$ cat src/rtl/game_seq_ctrl_pkg.sv
// Shared constants for the game sequencer: state encodings and the default death-freeze length.
// Pure declarations; no logic, no latency.
package game_seq_ctrl_pkg;

  typedef enum logic [1:0] {
    ST_IDLE  = 2'd0,
    ST_PLAY  = 2'd1,
    ST_DYING = 2'd2,
    ST_OVER  = 2'd3
  } state_t;

  localparam int DEATH_FRAMES_DEF = 60;
  localparam int SCORE_DIGITS_DEF = 4;
  localparam int TIMER_W_DEF      = 8;
  localparam logic [3:0] BCD_NINE = 4'd9;

endpackage

$ cat src/rtl/game_seq_ctrl_bcd_counter.sv
// Multi-digit BCD incrementer with synchronous clear, enable and saturation at all nines.
// 1-cycle latency; count_nxt exposes the value the register takes at the next edge.
module bcd_counter
  import game_seq_ctrl_pkg::*;
#(
  parameter int DIGITS = SCORE_DIGITS_DEF
) (
  input  logic                  clk,
  input  logic                  rst_n,
  input  logic                  clr,
  input  logic                  en,
  output logic [4*DIGITS-1:0]   count,
  output logic [4*DIGITS-1:0]   count_nxt
);

  logic all_nines;
  logic carry;

  always_comb begin
    all_nines = 1'b1;
    for (int d = 0; d < DIGITS; d++) begin
      if (count[d*4 +: 4] != BCD_NINE) all_nines = 1'b0;
    end
  end

  // Ripple the carry from the LSD; a saturated counter never starts a carry.
  always_comb begin
    count_nxt = count;
    carry     = en & ~all_nines;
    for (int d = 0; d < DIGITS; d++) begin
      if (carry) begin
        if (count[d*4 +: 4] == BCD_NINE) begin
          count_nxt[d*4 +: 4] = 4'd0;
        end else begin
          count_nxt[d*4 +: 4] = count[d*4 +: 4] + 4'd1;
          carry               = 1'b0;
        end
      end
    end
    if (clr) count_nxt = '0;
  end

  always_ff @(posedge clk or negedge rst_n) begin
    if (!rst_n) count <= '0;
    else        count <= count_nxt;
  end

endmodule

$ cat src/rtl/game_seq_ctrl.sv
// Game sequencer: start/play/death-freeze/over flow, column gating, BCD score; all outputs registered (1 cycle).
// Optional high-score tracking under GAME_SEQ_HISCORE_EN; no backpressure, inputs are single-cycle pulses/levels.
module game_seq_ctrl
  import game_seq_ctrl_pkg::*;
#(
  parameter int SCORE_DIGITS = SCORE_DIGITS_DEF,
  parameter int DEATH_FRAMES = DEATH_FRAMES_DEF,
  parameter int TIMER_W      = TIMER_W_DEF
) (
  input  logic                      gameClk,
  input  logic                      reset,
  input  logic                      frameTick,
  input  logic                      flap,
  input  logic                      collision,
  input  logic                      passColumn,
  output logic                      colReset,
  output logic                      colStep,
  output logic [1:0]                state,
  output logic [4*SCORE_DIGITS-1:0] score,
  output logic                      finished
`ifdef GAME_SEQ_HISCORE_EN
  ,
  output logic [4*SCORE_DIGITS-1:0] hiScore,
  output logic                      newRecord
`endif
);

  state_t               state_q;
  state_t               state_d;
  logic                 pass_q;
  logic                 pass_rise;
  logic [TIMER_W-1:0]   timer_q;
  logic                 timer_done;
  logic                 col_reset_d;
  logic                 col_step_d;
  logic                 finished_d;
  logic                 score_clr;
  logic                 score_inc;
  logic [4*SCORE_DIGITS-1:0] score_nxt;

  // passColumn may be held for several cycles; only its rising edge scores.
  assign pass_rise  = passColumn & ~pass_q;
  assign timer_done = (state_q == ST_DYING) && frameTick &&
                      (timer_q == TIMER_W'(DEATH_FRAMES - 1));
  assign score_clr  = (state_q == ST_IDLE) && flap;
  assign score_inc  = (state_q == ST_PLAY) && pass_rise;

  // State and registered-output register.
  always_ff @(posedge gameClk or negedge reset) begin
    if (!reset) begin
      state_q  <= ST_IDLE;
      colReset <= 1'b1;
      colStep  <= 1'b0;
      finished <= 1'b0;
    end else begin
      state_q  <= state_d;
      colReset <= col_reset_d;
      colStep  <= col_step_d;
      finished <= finished_d;
    end
  end

  always_comb begin
    state_d = state_q;
    case (state_q)
      ST_IDLE:  if (flap)       state_d = ST_PLAY;
      ST_PLAY:  if (collision)  state_d = ST_DYING;
      ST_DYING: if (timer_done) state_d = ST_OVER;
      ST_OVER:  if (flap)       state_d = ST_IDLE;
      default:                  state_d = ST_IDLE;
    endcase
  end

  // Outputs are decided from the state being entered so they line up with it.
  always_comb begin
    col_reset_d = (state_d == ST_IDLE);
    col_step_d  = (state_q == ST_PLAY) && (state_d == ST_PLAY) && frameTick;
    finished_d  = (state_d == ST_OVER);
  end

  always_ff @(posedge gameClk or negedge reset) begin
    if (!reset) begin
      pass_q  <= 1'b0;
      timer_q <= '0;
    end else begin
      pass_q <= passColumn;
      if (state_q != ST_DYING || timer_done) timer_q <= '0;
      else if (frameTick)                    timer_q <= timer_q + 1'b1;
    end
  end

  assign state = state_q;

  bcd_counter #(
    .DIGITS (SCORE_DIGITS)
  ) u_score (
    .clk       (gameClk),
    .rst_n     (reset),
    .clr       (score_clr),
    .en        (score_inc),
    .count     (score),
    .count_nxt (score_nxt)
  );

`ifdef GAME_SEQ_HISCORE_EN
  logic die_now;
  logic score_gt;
  logic decided;

  assign die_now = (state_q == ST_PLAY) && collision;

  // Digit-wise compare from the MSD down; the first differing digit decides.
  always_comb begin
    score_gt = 1'b0;
    decided  = 1'b0;
    for (int d = SCORE_DIGITS - 1; d >= 0; d--) begin
      if (!decided && (score_nxt[d*4 +: 4] != hiScore[d*4 +: 4])) begin
        score_gt = (score_nxt[d*4 +: 4] > hiScore[d*4 +: 4]);
        decided  = 1'b1;
      end
    end
  end

  always_ff @(posedge gameClk or negedge reset) begin
    if (!reset) begin
      hiScore   <= '0;
      newRecord <= 1'b0;
    end else if (die_now) begin
      if (score_gt) hiScore <= score_nxt;
      newRecord <= score_gt;
    end else if (score_clr) begin
      newRecord <= 1'b0;
    end
  end
`endif

endmodule

$ cat config.mk
export PLATFORM = sky130hd
export DESIGN_NAME = game_seq_ctrl
export DESIGN_NICKNAME = d
export VERILOG_FILES = /design/src/rtl/game_seq_ctrl_pkg.sv /design/src/rtl/game_seq_ctrl_bcd_counter.sv /design/src/rtl/game_seq_ctrl.sv
export SDC_FILE = /design/constraint.sdc
export NUM_CORES = 1
export LEC_CHECK = 0
export ABC_AREA = 1
export CAP_MARGIN = 20
export CORE_MARGIN = 2
export CORE_UTILIZATION = 42
export DETAILED_ROUTE_END_ITERATION = 12
export PLACE_DENSITY = 0.68
export SYNTH_ARGS = -nofsm -noshare
export SYNTH_HDL_FRONTEND = slang
export SYNTH_HIERARCHICAL = 1
export SYNTH_SLANG_ARGS = --single-unit
$ cat constraint.sdc
create_clock -name gameClk -period 2.3 [get_ports gameClk]
set_input_delay 0.23 -clock gameClk [delete_from_list [all_inputs] [get_ports gameClk]]
set_output_delay 0.23 -clock gameClk [all_outputs]
set_load 0.01 [all_outputs]
==> results of run 1 <==
metrics by stage:
step                instance area, um2  util [%]  std cells
floorplan                         1770         -        230
global placement                  2110      52.4        308
detailed placement                2110      52.4        308
CTS                               2190      54.4        316
global route                      2190      54.4        316
finish                            2190      54.4        316
sequential cells by signal, indices dropped and copies added, names as in the netlist:
| name | flops |
|---|---|
| colReset | 1 |
| colStep | 1 |
| finished | 1 |
| pass_q | 1 |
| state | 2 |
| timer_q | 8 |
| u_score/count | 16 |
routing by layer:
metal,global-route usage (%),share of wire (%),up-vias
met5,0,0,-
met4,6.37,1.5,0
met3,4.38,3.1,6
met2,29.3,51,19
met1,20.7,45,677
li1,-,-,789
worst max-delay path by stage:
stage	to	cells past startpoint
after global placement	u_score/count[10]	9
after floorplan	u_score/count[15]	6
after global routing	state[1]	1
after detailed placement	u_score/count[10]	9
after CTS	state[1]	1
final	state[1]	1
final cells by class:
cell class	count	share of cell area, %
Sequential cell	30	34.3
Multi-Input combinational cell	169	41.2
Timing Repair Buffer	29	12.9
Clock buffer	8	3.65
Inverter	30	5.14
Tap cell	50	2.85
cells in the final DEF (no fill, tap or decap):
master,count
nor2_8,1
nor2_2,9
o21bai_4,1
nand2_2,6
nor3_2,3
dfrtp_1,29
clkbuf_1,3
ha_1,1
nand4_2,1
a21oi_2,1
nor2_4,2
xor2_1,5
a21oi_1,12
nand2_1,58
nand3_2,4
o21ai_0,10
nand3_1,6
nand4_1,5
inv_2,7
clkinv_1,1
buf_4,3
nor2_1,38
a21boi_0,1
dfstp_2,1
inv_1,22
o21ai_1,1
nand3_4,2
xnor2_1,1
clkbuf_8,5
clkdlybuf4s50_1,26
nand2_4,1
power groups by stage:
stage,Clock [mW],Combinational (mW),Sequential (mW)
final,0.396,0.594,0.763
after global placement,0,0.592,0.770
after CTS,0.414,0.604,0.765
after detailed placement,0,0.600,0.774
after global routing,0.436,0.685,0.783
after floorplan,0,0.397,0.768
logic make-up (layout without fill, tap and decap cells):
family / count (synthesis) / after routing
AND/OR/NAND/NOR: 136 / 136
buffers and inverters: 31 / 67
adder cells (fa/ha/maj): 1 / 1
AO/OA/AOI/OAI: 26 / 26
flip-flops: 30 / 30
XOR/XNOR: 6 / 6
==> flow_summary.json, run 1 <==
{
  "reg2regPathDepth": 9,
  "cts_buffer_depth": 2,
  "start_util_pct": 43.9,
  "ant_nets": 0,
  "first_pass_iters": 4,
  "vias": 1491,
  "routed_via_density": 4.72,
  "critPathCaptureType": "output port",
  "core-area_um2": 4030,
  "outcome": "finished clean",
  "nets": 272,
  "fin_crit_sh_pct": 68.1,
  "io_pins": 27,
  "leakage_nw": 1.02,
  "synth_seq_cells": 30,
  "grt_overflow": 0,
  "synthCells": 230,
  "synth_enable_flop_cells": 0,
  "crit_type": "flop to output port",
  "synth.most_common_cell": "nand2_1",
  "hold_viol": 0,
  "p_comb_share_pct": 33.9,
  "critical_path_buf_inv_count": 1,
  "cp_cell_sequence": "clkdlybuf4s50_1",
  "fin_ws_ps": 733,
  "synth_common_cells": "nand2_1, nor2_1, dfrtp_1",
  "r2r-end": "u_score/count[10]",
  "fin_crit_ps": 1570,
  "cp.arrival_ps": 1340,
  "slowest_stage": "clkdlybuf4s50_1",
  "cts_tree": "built",
  "avgSynthCellArea_um2": 7.70,
  "grt_pass1_wl_mm": 5.98,
  "synthMuxAreaShare_pct": 0,
  "syn_to_final_growth_pct": 23.8,
  "startpoint": "state[1]",
  "max_slew_margin_pct": 74.4,
  "maxSlewViolCount": 0,
  "clock_skew_ps": 8.03,
  "worst_ep_required_time_ps": 2070,
  "drive_gt1_share_pct": 17.7,
  "clock_sinks": 30,
  "synthAdderAreaFrac_pct": 0.707,
  "seq_power_share_pct": 43.5,
  "multiInputGateArea_um2": 902,
  "seq_area_um2": 752,
  "grt_max_degree": 31,
  "rsz0062_at_grt": "false",
  "port_buffers": 26,
  "synth_flop_cell": "dfrtp_1",
  "htree_levels": 2,
  "fillCellCount": 395,
  "hold_slack_ps": 335,
  "r2r_slack_ps": 830,
  "ys_warn_count": 6,
  "worst_r2r_startpoint": "state[1]",
  "crit_fanout": 7,
  "pre_cts_slack_ps": 738,
  "yosysTopAreaCell": "dfrtp_1",
  "die_y_um": 68.9,
  "synth-simple-area-share_pct": 38.8,
  "yosys.area.top_type_share_pct": 41.0,
  "antennaDiodeCount": 0,
  "startpoint_type": "flop",
  "synth_compound_area_share_pct": 8.48,
  "sw_frac_of_total_pct": 35.9,
  "clock_latency_ps": 280,
  "cts_buffers": 5,
  "p_int_mw": 1.12,
  "yosys.area_share.xor_xnor_pct": 2.97,
  "die_x_um": 68.9,
  "fmax_mhz": 638,
  "post-cts-setup-buffers": 0,
  "synth.distinct_cells": 28,
  "gp_congestion": 0.822,
  "synth_nets": 237,
  "design_power_total_mw": 1.75,
  "grt_usage_pct": 17.1,
  "grt_pass1_vias": 1411,
  "drcViolationCount": 0,
  "wl_per_cell_um": 10.9,
  "die_area_um2": 4750,
  "fin_tns_setup_ps": 0,
  "cts_resized": 0,
  "min_path_type": "input port to async pin",
  "clk_pin_slew_ps": 60,
  "tightest_slew_ps": 383,
  "power_frac_clock_pct": 22.6,
  "routed_wirelength_mm": 3.44,
  "hpwlAfterDp_mm": 2.65,
  "synth-seq-area-share_pct": 42.5,
  "finalSetupViolCount": 0,
  "peakVddDrop_mv": 0.493,
  "synth_top_family_by_area": "simple AND/OR/NAND/NOR gates",
  "async_flop_share_pct": 100,
  "p_per_area_nw_per_um2": 800,
  "p_sw_uw": 629,
  "antenna_found_initial": 0,
  "cap_violations": 0,
  "path_delay_family": "buffers and inverters",
  "fp-row-count": 23,
  "drtIter0Drc": 43,
  "synth_area_leaders": "dfrtp_1, nand2_1, nor2_1, inv_1, a21oi_1",
  "ctsHoldBuffers": 0,
  "slowest_delay_ps": 580,
  "synth_area_um2": 1770,
  "cts_root_buf": "clkbuf_8"
}
Note: power is estimated with default switching activity, not from simulation.
==> inputs of run 2 (changes only) <==
Settings changed: PLACE_DENSITY 0.68 to 0.7.
Clock period 2.3 ns to 1.4 ns, I/O delays scaled along.
==> run 2 against run 1 <==
  * Largest power group unchanged
  * The flow now finishes with violations (setup timing)
  * Die area is the same
  * Via count grew 9.7%
  * Clock power grew 65%
==> flow_summary.json, run 2 (synthesis gave the netlist of run 1 again) <==
{
  "fin_crit_ps": 1430,
  "start_util_pct": 43.9,
  "wl_per_cell_um": 11.0,
  "die_x_um": 68.9,
  "fin_crit_sh_pct": 102,
  "pre_cts_slack_ps": -73.5,
  "worst_ep_required_time_ps": 1600,
  "grt_pass1_vias": 1471,
  "largest_reg_flops": 16,
  "antennaDiodeCount": 0,
  "hold_viol": 0,
  "p_int_mw": 1.90,
  "tightest_slew_ps": 236,
  "slowest_stage": "dfrtp_1",
  "cts_buffers": 5,
  "p_comb_share_pct": 37.3,
  "drcViolationCount": 0,
  "gp_congestion": 0.800,
  "cts_tree": "built",
  "maxSlewViolCount": 0,
  "cp_cell_sequence": "inv_2 > nor2_4 > nand2_2 > nor2_4 > nand3_4 > nor2_4 > nand2_1 > a21oi_2",
  "top_register": "u_score/count",
  "clock_skew_ps": 5.66,
  "sw_frac_of_total_pct": 36.7,
  "fp-row-count": 23,
  "dp.cells": 326,
  "fin_ws_ps": -33.5,
  "finalSetupViolCount": 1,
  "io_pins": 27,
  "grt_pass1_wl_mm": 6.20,
  "nets": 300,
  "slowest_delay_ps": 390,
  "rsz0062_at_grt": "true",
  "hpwlAfterDp_mm": 2.79,
  "final_common_cell": "nand2_1",
  "grt_max_degree": 31,
  "max_slew_margin_pct": 84.2,
  "clock_sinks": 30,
  "fmax_mhz": 698,
  "seq_power_share_pct": 40.9,
  "port_buffers": 26,
  "min_path_type": "input port to async pin",
  "die_area_um2": 4750,
  "p_per_area_nw_per_um2": 1220,
  "crit_type": "flop to flop",
  "clk_pin_slew_ps": 70,
  "crit_path_frequent_cell": "nor2_4",
  "peakVddDrop_mv": 0.950,
  "crit_fanout": 7,
  "antenna_found_initial": 0,
  "power_frac_clock_pct": 21.8,
  "path_delay_family": "simple AND/OR/NAND/NOR gates",
  "routed_wirelength_mm": 3.80,
  "critical_path_buf_inv_count": 1,
  "grt_usage_pct": 17.8,
  "leakage_nw": 1.25,
  "clock_latency_ps": 280,
  "drtIter0Drc": 65,
  "violations": "setup timing",
  "vias": 1636,
  "p_sw_mw": 1.10,
  "final_cell_mix": "nand2_1, buf_4, nor2_1",
  "fin_tns_setup_ps": -33.5,
  "critPathCaptureType": "flop",
  "first_pass_iters": 4,
  "cts_buffer_depth": 2,
  "fin_cells": 344,
  "die_y_um": 68.9,
  "outcome": "finished, violations left",
  "core-area_um2": 4030,
  "cts_root_buf": "clkbuf_8",
  "ant_nets": 0,
  "drive_gt1_share_pct": 31.6,
  "ctsHoldBuffers": 0,
  "startpoint_type": "flop",
  "htree_levels": 2,
  "routed_via_density": 4.76,
  "grt_overflow": 0,
  "syn_to_final_growth_pct": 39.3,
  "cp.arrival_ps": 1630,
  "cap_violations": 0
}
run 2: worst paths after layout:
path                       startpoint                 to  slack (ps)  cells after the start
max                          state[0]  u_score/count[12]         -30                      8
max in group asynchronous       reset           colReset         950                      2
max reg2reg                  state[0]  u_score/count[12]         -30                      8
min in group gameClk       passColumn             pass_q         360                      1
min reg2reg                timer_q[1]         timer_q[1]         550                      2
min                             reset   u_score/count[0]         220                      2
run 2: area by class of cell:
| class | instances | area (um2) |
|---|---|---|
| Sequential cell | 30 | 753 |
| Multi-Input combinational cell | 169 | 967 |
| Inverter | 30 | 113 |
| Clock inverter | 2 | 10.0 |
| Timing Repair Buffer | 57 | 488 |
| Fill cell | 369 | 1560 |
| Clock buffer | 6 | 72.6 |
| Tap cell | 50 | 62.6 |
run 2: worst reg2reg max path, delay by kind of cell, from the launching register on:
kind	cells	cell delay (ps)
AND/OR/NAND/NOR	6	780
flip-flops	1	390
AO/OA/AOI/OAI	1	130
buffers and inverters	1	70
run 2: what timing repair did:
item / 4_1_cts / 5_1_grt
gates cloned: 0 / 0
setup buffers: 5 / 6
pin swaps: 1 / 11
resized for setup: 17 / 23
endpoints found under the setup margin: 19 / 19
run 2: power groups by stage:
| stage | combinational, mW | clock [mW] | sequential [mW] |
|---|---|---|---|
| after global placement | 1.09 | 0 | 1.23 |
| after CTS | 1.08 | 0.675 | 1.21 |
| after detailed placement | 1.12 | 0 | 1.23 |
| after floorplan | 0.652 | 0 | 1.26 |
| final | 1.12 | 0.653 | 1.23 |
| after global routing | 1.28 | 0.732 | 1.25 |
run 2: routing by layer:
layer / wire (um) / up-vias / track usage (%) / part of all wire [%]
met1: 1660 / 754 / 21.0 / 44
li1: - / 852 / - / -
met3: 93 / 7 / 4.38 / 2.5
met4: 65 / 0 / 6.62 / 1.7
met2: 1980 / 23 / 31.3 / 52
met5: 0 / - / 0 / 0
run 2: per-stage QoR:
step	cell area, um2	util [%]	power (mW)	hold WS (ps)
CTS	2370	58.9	2.97	217
detailed placement	2270	56.3	2.35	522
global route	2470	61.2	3.26	228
finish	2470	61.2	3.00	217
global placement	2270	56.3	2.32	522
floorplan	1780	-	1.91	-156
==> inputs of run 3 (changes only) <==
Settings changed: CAP_MARGIN 20 to unset, SLEW_MARGIN set to 20.
==> results of run 3 <==
Same layout as run 2: the final DEF is identical, and so are final timing and power.
